File: src/rtl/adder_arbiter_pkg.sv
// Shared definitions for the adder_arbiter block: data width, settle
// counter width and the arbiter FSM state encoding.
package adder_arbiter_pkg;

  localparam int DATA_W = 16;
  localparam int CNT_W  = 4;

  typedef enum logic [1:0] {
    ST_IDLE   = 2'd0,
    ST_SETTLE = 2'd1,
    ST_RESP   = 2'd2
  } arb_state_e;

endpackage

File: src/rtl/adder_arbiter_adder.sv
// 16-bit ripple-carry adder: purely combinational. The sum is
// s_o = a_i + b_i + cin_i modulo 2^16, and the carry out of bit 15 is cout_o.
module adder_arbiter_adder
  import adder_arbiter_pkg::*;
(
  input  logic [DATA_W-1:0] a_i,
  input  logic [DATA_W-1:0] b_i,
  input  logic              cin_i,
  output logic [DATA_W-1:0] s_o,
  output logic              cout_o
);

  logic [DATA_W:0] carry;

  assign carry[0] = cin_i;

  // One full-adder cell per bit, carry rippling upward.
  for (genvar i = 0; i < DATA_W; i++) begin : g_fa
    assign s_o[i]       = a_i[i] ^ b_i[i] ^ carry[i];
    assign carry[i + 1] = (a_i[i] & b_i[i]) | (carry[i] & (a_i[i] ^ b_i[i]));
  end

  assign cout_o = carry[DATA_W];

endmodule

File: src/rtl/adder_arbiter.sv
// adder_arbiter: two requesters share one ripple adder, served round-robin.
// An operation is accepted in IDLE. The adder is then given SETTLE_CYCLES
// cycles to settle, the result is captured, and it is presented in RESP until
// it is accepted.
// Optional feature: define ADDER_ARBITER_OVF_EN to add the rsp_ovf output,
// which flags signed (two's-complement) overflow.
//
// Handshake: a transfer happens only on a rising Clk edge where valid and
// ready are both high. reqN_ready is combinational: it is high only in IDLE,
// only for the requester that wins arbitration, and only while that
// requester's valid is high. While rsp_valid is high, rsp_S, rsp_cout and
// rsp_id (and rsp_ovf, when present) hold their values until rsp_ready is high.
module adder_arbiter
  import adder_arbiter_pkg::*;
#(
  parameter int SETTLE_CYCLES = 1
) (
  input  logic              Clk,
  input  logic              Reset_n,
  input  logic              req0_valid,
  output logic              req0_ready,
  input  logic [DATA_W-1:0] req0_A,
  input  logic [DATA_W-1:0] req0_B,
  input  logic              req0_cin,
  input  logic              req1_valid,
  output logic              req1_ready,
  input  logic [DATA_W-1:0] req1_A,
  input  logic [DATA_W-1:0] req1_B,
  input  logic              req1_cin,
  output logic              rsp_valid,
  input  logic              rsp_ready,
  output logic [DATA_W-1:0] rsp_S,
  output logic              rsp_cout,
  output logic              rsp_id,
`ifdef ADDER_ARBITER_OVF_EN
  output logic              rsp_ovf,
`endif
  output logic [1:0]        dbg_state
);

  localparam logic [CNT_W-1:0] CNT_LOAD = CNT_W'(SETTLE_CYCLES - 1);

  arb_state_e        state_q, state_d;
  logic              ptr_q;
  logic [CNT_W-1:0]  cnt_q;
  logic              cap_q;
  logic [DATA_W-1:0] a_q, b_q;
  logic              cin_q, id_q;
  logic [DATA_W-1:0] rsp_s_q;
  logic              rsp_cout_q, rsp_id_q;
  logic [DATA_W-1:0] sum;
  logic              sum_cout;
  logic              gnt0, gnt1, grant, capture;

  // Round-robin choice. A lone valid always wins; the pointer only breaks ties.
  always_comb begin
    gnt0 = req0_valid & (~req1_valid | ~ptr_q);
    gnt1 = req1_valid & (~req0_valid |  ptr_q);
  end

  // FSM state register.
  always_ff @(posedge Clk) begin
    if (!Reset_n) state_q <= ST_IDLE;
    else          state_q <= state_d;
  end

  // FSM next state. RESP is entered one cycle after the sum is captured.
  always_comb begin
    state_d = state_q;
    case (state_q)
      ST_IDLE:   if (grant) state_d = ST_SETTLE;
      ST_SETTLE: if (cnt_q == '0 && cap_q) state_d = ST_RESP;
      ST_RESP:   if (rsp_ready) state_d = ST_IDLE;
      default:   state_d = ST_IDLE;
    endcase
  end

  // FSM outputs. The ready outputs are forced low while reset is asserted.
  always_comb begin
    req0_ready = Reset_n & (state_q == ST_IDLE) & gnt0;
    req1_ready = Reset_n & (state_q == ST_IDLE) & gnt1;
    grant      = req0_ready | req1_ready;
    rsp_valid  = (state_q == ST_RESP);
    capture    = (state_q == ST_SETTLE) & (cnt_q == '0) & ~cap_q;
  end

  // Arbitration pointer, settle countdown and the captured-result flag.
  always_ff @(posedge Clk) begin
    if (!Reset_n) begin
      ptr_q <= 1'b0;
      cnt_q <= '0;
      cap_q <= 1'b0;
    end else if (grant) begin
      ptr_q <= gnt0;
      cnt_q <= CNT_LOAD;
      cap_q <= 1'b0;
    end else if (state_q == ST_SETTLE) begin
      if (cnt_q != '0) cnt_q <= cnt_q - 1'b1;
      else             cap_q <= 1'b1;
    end
  end

  // Operand registers feeding the shared adder, loaded from the winner.
  always_ff @(posedge Clk) begin
    if (!Reset_n) begin
      a_q   <= '0;
      b_q   <= '0;
      cin_q <= 1'b0;
      id_q  <= 1'b0;
    end else if (grant) begin
      a_q   <= gnt1 ? req1_A   : req0_A;
      b_q   <= gnt1 ? req1_B   : req0_B;
      cin_q <= gnt1 ? req1_cin : req0_cin;
      id_q  <= gnt1;
    end
  end

  adder_arbiter_adder u_adder (
    .a_i    (a_q),
    .b_i    (b_q),
    .cin_i  (cin_q),
    .s_o    (sum),
    .cout_o (sum_cout)
  );

  // Response registers, captured once the adder has settled.
  always_ff @(posedge Clk) begin
    if (!Reset_n) begin
      rsp_s_q    <= '0;
      rsp_cout_q <= 1'b0;
      rsp_id_q   <= 1'b0;
    end else if (capture) begin
      rsp_s_q    <= sum;
      rsp_cout_q <= sum_cout;
      rsp_id_q   <= id_q;
    end
  end

`ifdef ADDER_ARBITER_OVF_EN
  logic rsp_ovf_q;

  // Signed overflow: the operands have the same sign and the sum's sign differs.
  always_ff @(posedge Clk) begin
    if (!Reset_n)     rsp_ovf_q <= 1'b0;
    else if (capture) rsp_ovf_q <= (a_q[DATA_W-1] == b_q[DATA_W-1]) &&
                                   (sum[DATA_W-1] != a_q[DATA_W-1]);
  end

  assign rsp_ovf = rsp_ovf_q;
`endif

  assign rsp_S     = rsp_s_q;
  assign rsp_cout  = rsp_cout_q;
  assign rsp_id    = rsp_id_q;
  assign dbg_state = state_q;

endmodule

File: config.mk
export PLATFORM = sky130hd
export DESIGN_NAME = adder_arbiter
export DESIGN_NICKNAME = d
export VERILOG_FILES = /design/src/rtl/adder_arbiter_pkg.sv /design/src/rtl/adder_arbiter_adder.sv /design/src/rtl/adder_arbiter.sv
export SDC_FILE = /design/constraint.sdc
export NUM_CORES = 1
export LEC_CHECK = 0
export ABC_AREA = 1
export BUFFER_PORTS_ARGS = -buffer_cell sky130_fd_sc_hd__buf_2
export CAP_MARGIN = 25
export CORE_UTILIZATION = 33
export DETAILED_ROUTE_END_ITERATION = 10
export PLACE_DENSITY = 0.58
export RECOVER_POWER = 100
export SYNTH_ARGS = -nofsm -noshare
export SYNTH_HDL_FRONTEND = slang
export SYNTH_HIERARCHICAL = 1
export SYNTH_SLANG_ARGS = --single-unit
File: constraint.sdc
create_clock -name Clk -period 16.3 [get_ports Clk]
set_input_delay 1.63 -clock Clk [delete_from_list [all_inputs] [get_ports Clk]]
set_output_delay 1.63 -clock Clk [all_outputs]
set_load 0.05 [all_outputs]
==> results.txt <==
----------------------------------------------------
[Run status]
  Status ... finished with violations
  Failing checks ... max-capacitance violations, max-slew violations

[Detailed routing]
  Remaining antenna violation count after routing ... 0
  Detailed Route WL ... 8257 um
  Routed vias ... 3,176
  First drt pass iteration count ... 5
  Count of routing violations after the opening detailed-route iteration ... 93
  Via density per instance ... 4.212
  Wire length per cell ... 10.95 um
  Number of remaining DRC errors ... 0

[Clocking]
  Hold bufs inserted after CTS ... 0
  Root buffer cell ... clkbuf_8
  Clock transition at the registers of the reported paths ... 0.08 ns
  Number of buffers created by CTS ... 9
  Num Clock Sinks ... 60
  Post-CTS sizing ... 0
  Clock insertion delay at the later pin of the skew report ... 0.33 ns
  Number of buffers added for setup after CTS ... 0
  Depth of the CTS H-tree ... 3
  Maximum clock path buffer count ... 2
  Clock tree from TritonCTS ... yes

[Synth]
  Netlist area before placement ... 3368 sq um
  Post-synthesis register bit count ... 60
  Leading post-synthesis cells by cell area ... dfxtp_1 (36%), nand2_1 (21%), nor2_1 (12%), fa_1 (9.5%), inv_1 (8.6%)
  Cell variety after synth ... 16
  Share of the synthesized area in the top cell type ... 35.66%
  Most used DFF post-synth ... dfxtp_1
  Total number of yosys warnings ... 6
  Cell type with the largest total area after synthesis ... dfxtp_1
  Post-synthesis net count ... 623
  Portion of the post-synthesis area used by sequential elements ... 35.66%
  Avg Cell Area, Syn ... 6.308 sq um
  Most used standard cell by instance count after synthesis ... nand2_1
  Post-Synthesis Cells ... 534
  Synth top cells by count ... nand2_1 (192), nor2_1 (109), inv_1 (77)
  Proportion of register bits with asynchronous set or reset after synthesis ... 0%
  EDFF count, synth ... 0

[Critical path]
  R2r startpoint ... a_q[0]
  Crit Path Class ... reg -> reg
  Largest stage delay on the critical path ... 0.41 ns
  Critical path, cell by cell ... fa_1 > inv_1 > fa_1 > inv_1 > fa_1 > fa_1 > fa_1 > fa_1 > fa_1 > fa_1 > fa_1 > fa_1 > fa_1 > fa_1 > fa_1 > fa_1 > fa_1 > inv_1 > fa_1 > inv_1 > nor2_1 > nor2_1
  Launch point of the worst path ... a_q[0]
  Crit path launch type ... register
  Crit Path Max Fanout ... 2
  Library cell contributing the largest single delay on the critical path ... fa_1
  Number of buffers and inverters on the critical path ... 4
  Cell type group with the largest total delay on the critical path ... adder cells
  Worst path arrival time ... 7.04 ns
  Required time of the worst setup path ... 16.56 ns
  Worst setup EP type ... register
  Most Frequent Cell on Critical Path ... fa_1

[Job]
  Total of max-cap violations ... 1

[Place]
  Pre-CTS WS ... 9.509 ns
  Number of input and output port buffers inserted ... 93
  Dpl hpwl ... 5731 um
  Final weighted congestion in routability-driven placement ... 0.7512
  Number of placed instances, taps included ... 737

[Min path]
  Class of the most critical hold timing path ... reg -> reg
  Hold Startpoint ... cnt_q[0]

[Global route]
  Total GRT Usage ... 16.47%
  Global route overflow ... 0
  Via count of the first global-routing pass ... 2,884
  Global-route wire length before repair ... 13,340 um
  Maximum number of pins on one net before global-route repair ... 59
  Antenna violations before repair ... 0

[Pwr]
  Power density of the placed cells ... 117.5 nW/um^2
  Static Leak ... 2.290 nW
  Maximum ir drop on the vdd rail ... 0.00004605 V

[Final layout]
  Utilization after layout ... 41.51%
  Ratio of cells with drive above 1 in the final layout ... 14.65%
  Area of the multi-input gates ... 1755 sq um
  Ant diodes ... 0
  Number of standard cells in the final layout excluding fillers ... 754
  Area growth from synthesis to layout ... 21.03%
  Layout filler cell count ... 1,119
  Number of nets in the final layout ... 705
  Area used by sequential logic in the layout ... 1201 sq um

[Floorplanning]
  Vert. Die Dim ... 103.0 um
  Placeable core region ... 9819 sq um
  Starting Density ... 34.30%
  Core Rows ... 36
  Ports ... 94
  Die Span X ... 103.0 um
  Total die area ... 10,620 sq um

[STA]
  Fraction of the cycle the final worst path needs ... 41.63%
  Slew Limit Headroom ... -60.27%
  Tightest Pin Transition ... 2.404 ns
  Worst-case setup margin in the final layout ... 9.515 ns
  Setup TNS after final layout ... 0 ns
  Number of failing setup endpoints in the final timing report ... 0
  Pins over their slew limit ... 57
  Number of hold violations in the final report ... 0
  Tmin final ... 6.785 ns
  Fmax ... 147.4 MHz
  Unrepaired setup endpoints after global routing ... false
  Clock Skews ... 0.01433 ns

----------------------------------------------------
[per-layer routing]
layer / up-vias / routed length (um) / track usage (%)
met1: 1354 / 4093 / 22.12
li1: 1727 / - / -
met3: 7 / 437 / 2.508
met5: - / 0 / 0
met2: 88 / 3649 / 27.23
met4: 0 / 77 / 5.200
[cell families after synthesis]
| family | synth area share (%) |
|---|---|
| simple gates | 40.82 |
| buf+inv | 12.07 |
| fa+ha+maj | 10.25 |
| flops | 35.66 |
| compound gates | 1.189 |
[metrics by stage]
step | area (sq um) | total power [mW] | hold WS, ns
6_report | 4076 | 0.4788 | 0.4664
3_5_place_dp | 3890 | 0.3363 | 0.4555
5_1_grt | 4076 | 0.5157 | 0.5009
2_1_floorplan | 3368 | 0.2980 | 0.4450
4_1_cts | 4106 | 0.4860 | 0.4675
3_3_place_gp | 3890 | 0.3342 | 0.4577
[flip-flops by register name, summed over array words and instances (netlist names)]
name       cells
b_q           16
a_q           16
cin_q          1
id_q           1
rsp_S         16
cnt_q          4
dbg_state      2
rsp_id         1
cap_q          1
rsp_cout       1
ptr_q          1
[power breakdown]
| part | leakage (nW) | internal, mW | switching (mW) |
|---|---|---|---|
| registers | 0.494 | 0.168 | 0.0159 |
| clock network | 0.113 | 0.0896 | 0.0589 |
| logic | 1.68 | 0.0458 | 0.100 |
| total | 2.29 | 0.304 | 0.175 |
[tightest hold or removal path: stages (launching register included)]
cell	delay [ns]
dfxtp_1	0.31
nand2_1	0.06
a21oi_1	0.05
[final timing paths]
check,end,slack (ns),cells past startpoint
setup / recovery,rsp_S[15],9.51,22
hold / removal,cnt_q[0],0.47,2
setup reg to reg,rsp_S[15],9.51,22
hold reg to reg,cnt_q[0],0.47,2
[layout make-up]
cell class	count	share of cell area, %
Timing Repair Buffer	95	10.99
Multi-Input combinational cell	373	43.06
Clock inverter	5	1.842
Inverter	77	7.090
Sequential cell	60	29.47
Tap cell	133	4.082
Clock buffer	11	3.468
[cell usage in the layout (no fill, tap or decap), drive strengths merged]
| cell | synthesis | final |
|---|---|---|
| nand2 | 196 | 196 |
| ha | 2 | 2 |
| buf | 20 | 71 |
| dfxtp | 60 | 60 |
| clkbuf | 4 | 35 |
| inv | 77 | 77 |
| a21oi | 4 | 4 |
| nand3 | 38 | 38 |
| clkinv | 0 | 3 |
| bufinv | 0 | 2 |
| nor2 | 112 | 112 |
| nand4 | 1 | 1 |
| o21ai | 4 | 4 |
| fa | 16 | 16 |
Power figures use the tool's default switching activity.
